===== src/rtl/ex_div_seq_pkg.sv =====
// Shared definitions for the EX-stage divide sequencer: state codes, handshake
// levels, bus widths and the aluop codes that select signed or unsigned divide.
package ex_div_seq_pkg;

  localparam int DivDataW      = 32;
  localparam int DoubleRegBusW = 2 * DivDataW;

  typedef enum logic [1:0] {
    DivFree   = 2'b00,
    DivByZero = 2'b01,
    DivOn     = 2'b10,
    DivEnd    = 2'b11
  } div_state_e;

  localparam logic DivResultReady    = 1'b1;
  localparam logic DivResultNotReady = 1'b0;
  localparam logic DivStart          = 1'b1;
  localparam logic DivStop           = 1'b0;

  localparam logic [7:0] EXE_DIV_OP  = 8'b0001_1010;
  localparam logic [7:0] EXE_DIVU_OP = 8'b0001_1011;

  function automatic logic is_signed_div(input logic [7:0] aluop);
    return aluop == EXE_DIV_OP;
  endfunction

endpackage


===== src/rtl/ex_div_seq_if.sv =====
// Handshake and operand bundle between EX (master) and the divide sequencer (slave).
interface ex_div_seq_if
  import ex_div_seq_pkg::*;
#(
  parameter int DATA_W = DivDataW
);

  logic                  signed_i;
  logic [DATA_W-1:0]     opdata1_i;
  logic [DATA_W-1:0]     opdata2_i;
  logic                  start_i;
  logic                  annul_i;
  logic [2*DATA_W-1:0]   result_o;
  logic                  ready_o;
  logic                  stallreq_o;

  modport master (
    output signed_i, opdata1_i, opdata2_i, start_i, annul_i,
    input  result_o, ready_o, stallreq_o
  );

  modport slave (
    input  signed_i, opdata1_i, opdata2_i, start_i, annul_i,
    output result_o, ready_o, stallreq_o
  );

endinterface


===== src/rtl/ex_div_seq_div_step.sv =====
// One radix-2 restoring division iteration on unsigned magnitudes.
module ex_div_seq_div_step
  import ex_div_seq_pkg::*;
#(
  parameter int DATA_W = DivDataW
) (
  input  logic [DATA_W-1:0] rem_i,
  input  logic [DATA_W-1:0] quo_i,
  input  logic [DATA_W-1:0] divisor_i,
  output logic [DATA_W-1:0] rem_o,
  output logic [DATA_W-1:0] quo_o
);

  logic [DATA_W:0] shifted;
  logic [DATA_W:0] trial;

  // The extra top bit of the trial difference is the borrow: set means the
  // shifted remainder was smaller than the divisor and must be restored.
  always_comb begin
    shifted = {rem_i, quo_i[DATA_W-1]};
    trial   = shifted - {1'b0, divisor_i};
    if (!trial[DATA_W]) begin
      rem_o = trial[DATA_W-1:0];
      quo_o = {quo_i[DATA_W-2:0], 1'b1};
    end else begin
      rem_o = shifted[DATA_W-1:0];
      quo_o = {quo_i[DATA_W-2:0], 1'b0};
    end
  end

endmodule


===== src/rtl/ex_div_seq.sv =====
// Multi-cycle DIV/DIVU sequencer: stalls EX while a restoring divide runs one
// step per clock, then presents {remainder, quotient} until EX drops start.
module ex_div_seq
  import ex_div_seq_pkg::*;
#(
  parameter int DATA_W = DivDataW
) (
  input  logic        clk,
  input  logic        rst_n,
  ex_div_seq_if.slave bus
);

  localparam int CntW = $clog2(DATA_W) + 1;

  div_state_e            state_q, state_d;
  logic [CntW-1:0]       cnt_q, cnt_d;
  logic [DATA_W-1:0]     rem_q, rem_d;
  logic [DATA_W-1:0]     quo_q, quo_d;
  logic [DATA_W-1:0]     divisor_q, divisor_d;
  logic                  sign1_q, sign1_d;
  logic                  sign2_q, sign2_d;
  logic [2*DATA_W-1:0]   result_q, result_d;
  logic                  ready_q, ready_d;

  logic [DATA_W-1:0]     op1_mag, op2_mag;
  logic [DATA_W-1:0]     step_rem, step_quo;
  logic [DATA_W-1:0]     quo_fix, rem_fix;

  ex_div_seq_div_step #(.DATA_W(DATA_W)) u_step (
    .rem_i     (rem_q),
    .quo_i     (quo_q),
    .divisor_i (divisor_q),
    .rem_o     (step_rem),
    .quo_o     (step_quo)
  );

  // Magnitudes feed the unsigned core; the latched signs restore the result.
  // Negating 0x80000000 wraps to itself, giving the non-trapping overflow result.
  always_comb begin
    op1_mag = (bus.signed_i && bus.opdata1_i[DATA_W-1]) ? -bus.opdata1_i : bus.opdata1_i;
    op2_mag = (bus.signed_i && bus.opdata2_i[DATA_W-1]) ? -bus.opdata2_i : bus.opdata2_i;
    quo_fix = (sign1_q ^ sign2_q) ? -step_quo : step_quo;
    rem_fix = sign1_q ? -step_rem : step_rem;
  end

  always_comb begin
    state_d   = state_q;
    cnt_d     = cnt_q;
    rem_d     = rem_q;
    quo_d     = quo_q;
    divisor_d = divisor_q;
    sign1_d   = sign1_q;
    sign2_d   = sign2_q;
    result_d  = result_q;
    ready_d   = ready_q;

    case (state_q)
      DivFree: begin
        result_d = '0;
        ready_d  = DivResultNotReady;
        if (bus.start_i && !bus.annul_i) begin
          if (bus.opdata2_i == '0) begin
            state_d = DivByZero;
          end else begin
            state_d   = DivOn;
            cnt_d     = '0;
            rem_d     = '0;
            quo_d     = op1_mag;
            divisor_d = op2_mag;
            sign1_d   = bus.signed_i & bus.opdata1_i[DATA_W-1];
            sign2_d   = bus.signed_i & bus.opdata2_i[DATA_W-1];
          end
        end
      end
      DivByZero: begin
        state_d  = DivEnd;
        result_d = '0;
        ready_d  = DivResultReady;
      end
      DivOn: begin
        if (bus.annul_i) begin
          state_d  = DivFree;
          result_d = '0;
          ready_d  = DivResultNotReady;
        end else begin
          rem_d = step_rem;
          quo_d = step_quo;
          cnt_d = cnt_q + 1'b1;
          if (cnt_q == CntW'(DATA_W - 1)) begin
            state_d  = DivEnd;
            result_d = {rem_fix, quo_fix};
            ready_d  = DivResultReady;
          end
        end
      end
      DivEnd: begin
        if (!bus.start_i) begin
          state_d  = DivFree;
          result_d = '0;
          ready_d  = DivResultNotReady;
        end
      end
      default: state_d = DivFree;
    endcase
  end

  always_ff @(posedge clk or negedge rst_n) begin
    if (!rst_n) begin
      state_q   <= DivFree;
      cnt_q     <= '0;
      rem_q     <= '0;
      quo_q     <= '0;
      divisor_q <= '0;
      sign1_q   <= 1'b0;
      sign2_q   <= 1'b0;
      result_q  <= '0;
      ready_q   <= DivResultNotReady;
    end else begin
      state_q   <= state_d;
      cnt_q     <= cnt_d;
      rem_q     <= rem_d;
      quo_q     <= quo_d;
      divisor_q <= divisor_d;
      sign1_q   <= sign1_d;
      sign2_q   <= sign2_d;
      result_q  <= result_d;
      ready_q   <= ready_d;
    end
  end

  assign bus.result_o   = result_q;
  assign bus.ready_o    = ready_q;
  assign bus.stallreq_o = bus.start_i & ~ready_q;

endmodule

===== src/flat_wrapper.sv =====
// flat-port wrapper written by rule: the top's interface ports become plain ports
module ex_div_seq_flat import ex_div_seq_pkg::*;
#(
  parameter int DATA_W = DivDataW
)
  (clk, rst_n, bus_signed_i, bus_opdata1_i, bus_opdata2_i, bus_start_i, bus_annul_i, bus_result_o, bus_ready_o, bus_stallreq_o);
  ex_div_seq_if #(.DATA_W(DATA_W)) bus_i ();
  input  logic clk;
  input  logic rst_n;
  input wire logic [$bits(bus_i.signed_i)-1:0] bus_signed_i;
  input wire logic [$bits(bus_i.opdata1_i)-1:0] bus_opdata1_i;
  input wire logic [$bits(bus_i.opdata2_i)-1:0] bus_opdata2_i;
  input wire logic [$bits(bus_i.start_i)-1:0] bus_start_i;
  input wire logic [$bits(bus_i.annul_i)-1:0] bus_annul_i;
  output wire logic [$bits(bus_i.result_o)-1:0] bus_result_o;
  output wire logic [$bits(bus_i.ready_o)-1:0] bus_ready_o;
  output wire logic [$bits(bus_i.stallreq_o)-1:0] bus_stallreq_o;
  assign bus_i.signed_i = bus_signed_i;
  assign bus_i.opdata1_i = bus_opdata1_i;
  assign bus_i.opdata2_i = bus_opdata2_i;
  assign bus_i.start_i = bus_start_i;
  assign bus_i.annul_i = bus_annul_i;
  assign bus_result_o = bus_i.result_o;
  assign bus_ready_o = bus_i.ready_o;
  assign bus_stallreq_o = bus_i.stallreq_o;
  ex_div_seq #(.DATA_W(DATA_W)) u_core (.clk(clk), .rst_n(rst_n), .bus(bus_i));
endmodule

===== config.mk =====
export PLATFORM = sky130hd
export DESIGN_NAME = ex_div_seq_flat
export DESIGN_NICKNAME = d
export VERILOG_FILES = /design/src/rtl/ex_div_seq_pkg.sv /design/src/rtl/ex_div_seq_if.sv /design/src/rtl/ex_div_seq_div_step.sv /design/src/rtl/ex_div_seq.sv /design/src/flat_wrapper.sv
export SDC_FILE = /design/constraint.sdc
export NUM_CORES = 1
export LEC_CHECK = 0
export ABC_CLOCK_PERIOD_IN_PS = 5750
export BUFFER_PORTS_ARGS = -buffer_cell sky130_fd_sc_hd__buf_2
export CORE_MARGIN = 2
export CORE_UTILIZATION = 30
export DETAILED_ROUTE_END_ITERATION = 12
export HOLD_SLACK_MARGIN = 0.03
export MAX_ROUTING_LAYER = met4
export PLACE_DENSITY = 0.48
export SLEW_MARGIN = 10
export SYNTH_ARGS = -nofsm -noshare
export SYNTH_HDL_FRONTEND = slang
export SYNTH_HIERARCHICAL = 1
export SYNTH_SLANG_ARGS = --single-unit

===== constraint.sdc =====
create_clock -name clk -period 5.75 [get_ports clk]
set_input_delay 0.2875 -clock clk [delete_from_list [all_inputs] [get_ports clk]]
set_output_delay 0.2875 -clock clk [all_outputs]
set_load 0.05 [all_outputs]

# After elaboration in Yosys (flattened, before gate mapping)
# Cells that the tools add are included.
# classes
addsub	6
reduce_logical	12
bitwise_logic	6
n_eq_ne	9
muxes	32
# op_table
cell	n
32-bit two-way mux	11
64-bit two-way mux	3
64-bit case mux with 3 select lines	1
32-bit negator	4
32-bit case mux with 2 select lines	2
33-bit by 32-bit subtractor with 33-bit output	1
32-bit zero test	1
6-bit two-way mux	3
6-bit case mux with 2 select lines	1
2-bit two-way mux	5
2-bit case mux with 4 select lines	1
6-bit by 1-bit adder with 6-bit output (second input constant)	1
6-bit by 5-bit == test with 1-bit output (second input constant)	1
2-bit inequality test (second input constant)	3
3-bit AND reduction	2
2-bit == test (second input constant)	2
1-bit two-way mux	4
1-bit case mux with 4 select lines	1
4-bit AND reduction	1
1-bit bitwise AND	3
1-bit logical AND	3
3-bit by 2-bit inequality test with 1-bit output (second input constant)	1
2-bit by 1-bit == test with 1-bit output (second input constant)	1
2-bit zero test	1
7 further kinds	8
# totals
inputBits	69
reg_bits	171

# Logic depth before layout (Yosys ltp)
# Gate-level depths: netlist of run 1.
# depth
depth_word	7
ltp_mapped	22
mapped_depth_nobuf	20

# Cells and area by module
# Netlist of run 1, hierarchy kept.
# by_module_without_submodules
mod	seq_area_each_um2	cells_each	instances	area_per_inst_um2
ex_div_seq	4279.1	1076	1	9455.3
ex_div_seq_div_step	0.0	336	1	2591.2

# Worst setup path before layout of run 1
# No wires, ideal clock.
# synth_path
path_kind	register to register
start	register u_core.quo_q[31]
end	register u_core.result_q[63], in the netlist u_core/bus.result_o[63]
synth_period_minus_slack_ns	4.794
path_stages_with_launch	22
arrival_time_ns	4.660
n_path_buf	2
setup_slack_ns	0.956
cell_sequence	dfrtp_1 inv_1 ha_1 fa_1 and2b_1 o2111ai_2 a21oi_2 o2111ai_1 a211oi_2 nor2_4 mux2i_4 and2_4 buf_12 inv_8 buf_12 mux2_4 or3_1 or3_1 or3_1 o31ai_1 xor2_1 o21ai_0
# synth_via
elab_chain_len	7
# synth_rtl
element	line_no	source
from (decl)	ex_div_seq.sv:18	logic [DATA_W-1:0] quo_q, quo_d;
from (signal assigned)	ex_div_seq.sv:122	quo_q <= quo_d;
33-bit by 32-bit subtractor with 33-bit output	ex_div_seq_div_step.sv:21	trial = shifted - {1'b0, divisor_i};
32-bit two-way mux	ex_div_seq_div_step.sv:22	if (!trial[DATA_W]) begin
via u_core.step_rem[25]	ex_div_seq.sv:26	logic [DATA_W-1:0] step_rem, step_quo;
32-bit negator	ex_div_seq.sv:43	rem_fix = sign1_q ? -step_rem : step_rem;
32-bit two-way mux	ex_div_seq.sv:43	
64-bit two-way mux	ex_div_seq.sv:89	if (cnt_q == CntW'(DATA_W - 1)) begin
64-bit two-way mux	ex_div_seq.sv:81	if (bus.annul_i) begin
64-bit case mux with 3 select lines	ex_div_seq.sv:57	case (state_q)
to (signal assigned)	ex_div_seq.sv:126	result_q <= result_d;
to (decl)	ex_div_seq.sv:22	logic [2*DATA_W-1:0] result_q, result_d;
# The timed path passes the listed nets, and every way through them passes these cells. The select of a mux whose other input is x is not followed.
# A chain may end at the register's enable or synchronous reset.

# Worst setup path in the final report of run 1
# layout_path
start	register u_core.quo_q[31]
end	register u_core.result_q[30], in the netlist u_core/bus.result_o[30]
# layout_via
elab_chain_len	7
# layout_rtl
element	line_no	source
33-bit by 32-bit subtractor with 33-bit output	ex_div_seq_div_step.sv:21	
1-bit two-way mux	ex_div_seq_div_step.sv:22	
via u_core.step_quo[0]	ex_div_seq.sv:26	
32-bit negator	ex_div_seq.sv:42	quo_fix = (sign1_q ^ sign2_q) ? -step_quo : step_quo;
32-bit two-way mux	ex_div_seq.sv:42	
64-bit two-way mux	ex_div_seq.sv:89	
64-bit two-way mux	ex_div_seq.sv:81	
64-bit case mux with 3 select lines	ex_div_seq.sv:57	
# The timed path passes the listed nets, and every way through them passes these cells. The select of a mux whose other input is x is not followed.

==> reports/results.tsv, run 1 <==
stage	metric	value	unit
status	status	finished clean	
synthesis	Post-synth EDFFs	0	
timing	relative slew slack	22.27	%
layout	Nets	1596	
timing	part of the cycle the worst path needs	92.04	%
layout	# fillers	4231	
layout	share of layout cells above drive strength 1	16.22	%
clock_tree	clk buf depth	2	
clock_tree	Clock Latency Late Sink	0.45	ns
timing	final hold violation count	0	
global_route	vias in the first global route	9564	
synthesis	#FFs+latches synth	171	
synthesis	Synth Flop Type	dfrtp_1	
detailed_routing	WL per Instance	16.97	µm
synthesis	Synth Area in Compound Gates	17.68	%
synthesis	largest family of logic cells by synthesized area	simple AND/OR/NAND/NOR gates	
synthesis	Yosys cell types	86	
synthesis	sequential-to-total area share from yosys stat	35.52	%
clock_tree	TritonCTS buffer count	17	
critical_path	Crit. End Element	register	
critical_path	CP Max Fanout	26	
placement	pre-CTS WS	0.4947	ns
global_route	pin count of the biggest net entering global routing	88	
synthesis	simple-gate share of the synthesized area	19.89	%
synthesis	share of synthesized flip-flops with an asynchronous set or reset	100.0	%
floorplan	Die ar.	41770	µm²
hold_path	HP Class	primary input to register	
global_route	first-pass GRT wire length	54.23	mm
timing	Worst Max-Slew Pin Slew	1.163	ns
pwr	Leakage Power	6.366	nW
critical_path	critical path depth in cells	20	
layout	Diodes inserted	0	
timing	min setup slack post-route	0.4578	ns
clock_tree	Post-CTS Repair Setup Buffers	0	
critical_path	CP Data Required Time	6.05	ns
synthesis	Synth Instances	1412	
critical_path	worst path buffer plus inverter count	3	
synthesis	Syn. warnings	6	
synthesis	post-synthesis mux area share	5.172	%
layout	commonest non-fill, non-tap cell in the layout	nand2_1	
detailed_routing	routed vias	10172	
timing	crit path time final	5.292	ns
placement	Final GP Congestion	0.8626	
clock_tree	post-cts sizing count	0	
clock_tree	root buf cell	clkbuf_16	
pwr	Pwr Total	5.401	mW
placement	DP HPWL	26.10	mm
floorplan	chip width	204.4	µm
critical_path	Worst path max stage delay	0.58	ns
detailed_routing	remaining routing DRC violations	0	
critical_path	WS Path Type	register to register	
timing	RSZ-0062 raised after global routing	no	
global_route	initial antenna violation count	0	
hold_path	hold path cells	3	
clock_tree	CTS Sinks	171	
detailed_routing	Routed Wire Length	34.33	mm
timing	Setup Skew	0.01453	ns
layout	Non-Filler Instances	2023	
global_route	Tot GR Track Use	17.12	%
timing	Slew Limit Fails	0	
layout	commonest cells after routing, fill and taps aside	nand2_1, dfrtp_1, o21ai_0, buf_2, xor2_1	
critical_path	crit path DAT	5.59	ns
timing	setup TNS	0	ns
clock_tree	Hold Buf Count CTS	1	
critical_path	delay-heaviest family, CP	compound AO/OA/AOI/OAI gates	
placement	I/O Buffers	134	
floorplan	starting density of the core	30.39	%
critical_path	CP Launch Type	register	
critical_path	Worst Reg-to-Reg Cells	20	
synthesis	Netlist Area Pre-Place	12050	µm²
clock_tree	TritonCTS clock tree	yes	
critical_path	critical path cell sequence	inv_1 > ha_1 > fa_1 > and2b_1 > o2111ai_2 > a21oi_2 > o2111ai_1 > a211oi_2 > nor2_4 > mux2i_4 > and2_4 > inv_8 > inv_1 > ha_1 > nor4b_1 > nand3_1 > a2111oi_2 > a21oi_1 > xnor2_1 > o21ai_0	
layout	multi-input gate area in the final layout	6997	µm²
run	number of max-cap violations	0	
synthesis	Syn Nets	1523	
layout	Layout area overhead	12.39	%
detailed_routing	Initial DRC Count	586	
timing	f_max	189.0	MHz
floorplan	IO Count	135	
layout	Storage cell area	4279	µm²
detailed_routing	vias per cell	5.028	
synthesis	Mean Syn Cell Area	8.532	µm²
synthesis	post-synthesis adder-cell area fraction	4.425	%
clock_tree	Max H-tree Level	4	
layout	final core area utilization	34.16	%
pwr	maximum vdd drop	0.2256	mV
timing	# setup viols final	0	
clock_tree	Worst-path clk slew	0.07	ns
detailed_routing	Pre-antenna DRT Iters	6	
floorplan	Cell Rows	73	
detailed_routing	ANT nets after route	0	
floorplan	core footprint	39640	µm²
floorplan	die span in y	204.4	µm
placement	Inst Count DP	1990	
global_route	total congestion overflow	0	
synthesis	post-synthesis xor/xnor area fraction	10.40	%
critical_path	slowest stage cell, crit path	a2111oi_2	
pwr	Pwr per Cell Area	398.9	nW/µm²
[synthesized netlist by cell type, types with 5 or more instances]
cell,n,area share [%]
nand2_1,241,7.5
dfrtp_1,171,36
o21ai_0,150,6.2
xor2_1,75,5.5
a21oi_1,69,2.9
xnor2_1,68,4.9
nor2_1,64,2.0
inv_1,59,1.8
nand3_1,59,2.5
clkbuf_1,43,1.3
buf_4,42,2.6
ha_1,41,4.3
mux2i_1,27,2.2
nor3_1,26,1.1
a31oi_1,22,1.1
o31ai_1,22,1.4
mux2_4,19,2.4
a21o_1,18,1.1
o21ai_1,16,0.66
nor4_1,14,0.73
or3_1,14,0.73
nand4_1,10,0.52
o21a_1,7,0.44
o41ai_1,7,0.51
and3_1,6,0.31
nor2b_1,6,0.31
or4_1,6,0.37
a41oi_1,5,0.36
and2_1,5,0.26
nand2b_1,5,0.26
nand3b_1,5,0.31
nor4b_1,5,0.36
[worst min-delay path, delay by kind of cell]
kind	cells	cell delay (ns)
AOI/OAI and AO/OA	2	0.17
buffers and inverters	1	0.12
[sequential cells by signal, summed over array words and instances (netlist names), 2 cells and up]
name                 cells
u_core/bus.result_o     64
u_core/quo_q            32
u_core/divisor_q        32
u_core/rem_q            32
u_core/cnt_q             6
u_core/state_q           2
[final timing paths]
kind | startpoint | endpoint | slack (ns)
min | bus_opdata2_i[31] | u_core/divisor_q[31]$_DFFE_PN0P_ | 0.17
min reg2reg | u_core/bus.result_o[2]$_DFFE_PN0P_ | u_core/bus.result_o[2]$_DFFE_PN0P_ | 0.47
max in group asynchronous | rst_n | u_core/bus.result_o[5]$_DFFE_PN0P_ | 4.13
min in group asynchronous | rst_n | u_core/divisor_q[15]$_DFFE_PN0P_ | 0.36
max reg2reg | u_core/quo_q[31]$_DFFE_PN0P_ | u_core/bus.result_o[30]$_DFFE_PN0P_ | 0.46
max | u_core/quo_q[31]$_DFFE_PN0P_ | u_core/bus.result_o[30]$_DFFE_PN0P_ | 0.46
[metrics by stage]
step	hold slack, ns	instance area (µm²)
floorplan	-0.008091	12050
global placement	0.2766	12970
detailed placement	0.2750	12970
CTS	0.1355	13540
global route	0.1767	13540
finish	0.1745	13540
[cell families (layout without fill, tap and decap cells)]
logic type                 after synthesis  after routing
AOI/OAI and AO/OA                      352            352
buffers and inverters                  157            243
adders and majority gates               42             42
muxes                                   51             51
and+or+nand+nor                        496            496
xor gates and xnor gates               143            143
DFF                                    171            171
[cell type report]
class	count	area share [%]
clock buffers	17	3.142
repair buffers	151	6.053
clock inverters	15	0.9519
flip-flops and latches	171	31.61
inverters	60	1.719
well taps	525	4.852
multi-input cells	1084	51.68
[power breakdown]
group          internal, mW  switching [mW]
clock                 0.569           0.548
combinational         0.950            1.58
sequential             1.45           0.297
total                  2.97            2.43
[layer usage]
| metal | vias up | wire length [µm] | GRT usage [%] |
|---|---|---|---|
| li1 | 5048 | - | - |
| met1 | 4863 | 18170 | 25.98 |
| met2 | 236 | 14020 | 23.51 |
| met3 | 25 | 1685 | 2.216 |
| met4 | 0 | 450 | 4.633 |
| met5 | - | 0 | - |
Power figures use the tool's default switching activity.
==> run 2: changes to the inputs <==
--- a/config.mk
+++ b/config.mk
@@ -11,7 +11,6 @@
 export CORE_UTILIZATION = 30
 export DETAILED_ROUTE_END_ITERATION = 12
 export HOLD_SLACK_MARGIN = 0.03
-export MAX_ROUTING_LAYER = met4
 export PLACE_DENSITY = 0.48
 export SLEW_MARGIN = 10
 export SYNTH_ARGS = -nofsm -noshare
==> run 2 against run 1 <==
Die area did not move. Sequential power barely moved. Hold slack got worse by 0.010 ns. Core utilization rose by 0.098 points. Clock power rose by 6%. Cell area rose by 0.29%. Routed wire length rose by 1.4%. Via count fell by 0.30%. Sequential share of layout area fell by 0.090 points. Combinational power barely moved. Final cell count barely moved. First-iteration DRC count rose by 8.2%. Largest power group unchanged.
==> reports/results.tsv, run 2 (synthesis gave the netlist of run 1 again) <==
stage	metric	value	unit
global_route	pin count of the biggest net entering global routing	96	
layout	Diodes inserted	0	
clock_tree	Worst-path clk slew	0.07	ns
timing	final hold violation count	0	
critical_path	slowest stage cell, crit path	or4_1	
detailed_routing	WL per Instance	17.21	µm
placement	I/O Buffers	134	
clock_tree	TritonCTS clock tree	yes	
timing	f_max	190.2	MHz
floorplan	Die ar.	41770	µm²
global_route	total congestion overflow	0	
detailed_routing	routed vias	10141	
clock_tree	Clock Latency Late Sink	0.44	ns
detailed_routing	remaining routing DRC violations	0	
timing	relative slew slack	19.66	%
critical_path	CP Data Required Time	6.05	ns
run	number of max-cap violations	0	
critical_path	Crit. End Element	register	
detailed_routing	Routed Wire Length	34.80	mm
critical_path	worst path buffer plus inverter count	2	
floorplan	Cell Rows	73	
floorplan	core footprint	39640	µm²
critical_path	CP Launch Type	register	
layout	final core area utilization	34.25	%
floorplan	die span in y	204.4	µm
status	status	finished clean	
layout	share of layout cells above drive strength 1	16.23	%
timing	RSZ-0062 raised after global routing	no	
pwr	Pwr per Cell Area	404.8	nW/µm²
timing	Slew Limit Fails	0	
critical_path	crit path DAT	5.55	ns
layout	Nets	1596	
layout	commonest cells after routing, fill and taps aside	nand2_1, dfrtp_1, o21ai_0, buf_2, xor2_1	
floorplan	chip width	204.4	µm
timing	setup TNS	0	ns
timing	Worst Max-Slew Pin Slew	1.196	ns
detailed_routing	Pre-antenna DRT Iters	8	
global_route	first-pass GRT wire length	55.49	mm
global_route	vias in the first global route	9746	
clock_tree	Max H-tree Level	4	
hold_path	HP Class	primary input to register	
pwr	maximum vdd drop	0.2643	mV
detailed_routing	vias per cell	5.015	
placement	Final GP Congestion	0.8412	
critical_path	delay-heaviest family, CP	simple AND/OR/NAND/NOR gates	
clock_tree	clk buf depth	2	
critical_path	CP Max Fanout	26	
detailed_routing	Initial DRC Count	634	
clock_tree	TritonCTS buffer count	17	
floorplan	IO Count	135	
timing	part of the cycle the worst path needs	91.43	%
detailed_routing	ANT nets after route	0	
clock_tree	Post-CTS Repair Setup Buffers	0	
critical_path	WS Path Type	register to register	
critical_path	Worst path max stage delay	0.60	ns
floorplan	starting density of the core	30.39	%
placement	DP HPWL	26.00	mm
clock_tree	CTS Sinks	171	
timing	crit path time final	5.257	ns
layout	Layout area overhead	12.71	%
critical_path	critical path cell sequence	inv_1 > ha_1 > fa_1 > and2b_1 > o2111ai_2 > a21oi_2 > o2111ai_1 > a211oi_2 > nor2_4 > mux2i_4 > and2_4 > inv_8 > mux2_2 > or4_1 > nor3_2 > nand4_1 > o31ai_1 > xor2_1 > o21ai_0	
timing	# setup viols final	0	
pwr	Leakage Power	6.391	nW
timing	Setup Skew	0.01207	ns
global_route	Tot GR Track Use	16.94	%
clock_tree	root buf cell	clkbuf_16	
global_route	initial antenna violation count	0	
layout	Largest register FFs	64	
layout	commonest non-fill, non-tap cell in the layout	nand2_1	
run 2: changes by cell type in the layout (fill, tap and decap cells not counted), sizes merged:
cell and change:
clkinv +2, clkinvlp -2, inv -3, bufinv +2
run 2: layer usage:
metal,vias to the layer above,global-route usage [%],share of wire (%)
li1,5060,-,-
met1,4852,26.54,54
met2,211,24.21,41
met3,18,2.248,3.7
met4,0,3.960,0.91
met5,-,0,0
run 2: cell type report:
cell class,instances,area [µm²]
fillers,4240,26060
multi-input cells,1084,7003
flip-flops and latches,171,4279
repair buffers,151,819.5
well taps,525,656.9
clock buffers,17,425.4
inverters,60,232.7
clock inverters,14,161.4
run 2: through the flow:
step | hold slack (ns) | setup WS (ns) | std cells | area (µm²) | total power, mW
2_1_floorplan | -0.008091 | 0.9561 | 1412 | 12050 | 3.724
3_3_place_gp | 0.2276 | 0.6317 | 1990 | 12970 | 4.297
3_5_place_dp | 0.2283 | 0.4199 | 1990 | 12970 | 4.316
4_1_cts | 0.1294 | 0.4012 | 2022 | 13570 | 5.531
5_1_grt | 0.1560 | 0.09578 | 2022 | 13580 | 5.945
6_report | 0.1643 | 0.4926 | 2022 | 13580 | 5.497
run 2: worst reg2reg max path: stages (launching register included):
cell	delay, ns
dfrtp_1	0.37
inv_1	0.05
ha_1	0.21
fa_1	0.40
and2b_1	0.24
o2111ai_2	0.13
a21oi_2	0.24
o2111ai_1	0.20
a211oi_2	0.33
nor2_4	0.10
mux2i_4	0.25
and2_4	0.24
inv_8	0.23
mux2_2	0.42
or4_1	0.60
nor3_2	0.23
nand4_1	0.27
o31ai_1	0.32
xor2_1	0.19
o21ai_0	0.09
run 2: report_power, final:
part           total (mW)  switching, mW  internal, mW
Combinational        2.55           1.60         0.953
Clock                1.19          0.544         0.650
Sequential           1.75          0.299          1.45
run 2: path summary, 6_finish.rpt:
| kind | start | end | slack, ns | depth (start not counted) |
|---|---|---|---|---|
| max reg2reg | u_core/quo_q[31]$_DFFE_PN0P_ | u_core/bus.result_o[57]$_DFFE_PN0P_ | 0.49 | 19 |
| max in group asynchronous | rst_n | u_core/bus.result_o[0]$_DFFE_PN0P_ | 4.08 | 3 |
| max | u_core/quo_q[31]$_DFFE_PN0P_ | u_core/bus.result_o[57]$_DFFE_PN0P_ | 0.49 | 19 |
| min | bus_opdata2_i[31] | u_core/divisor_q[31]$_DFFE_PN0P_ | 0.16 | 3 |
| min reg2reg | u_core/bus.result_o[39]$_DFFE_PN0P_ | u_core/bus.result_o[39]$_DFFE_PN0P_ | 0.47 | 2 |
| min in group asynchronous | rst_n | u_core/divisor_q[15]$_DFFE_PN0P_ | 0.32 | 2 |
run 2: repair_timing:
| item | CTS | global route |
|---|---|---|
| hold buffers | 1 | 0 |
| endpoints found under the setup margin | 0 | 2 |
| resized for setup | 0 | 1 |
| endpoints found under the hold margin | 38 | 0 |
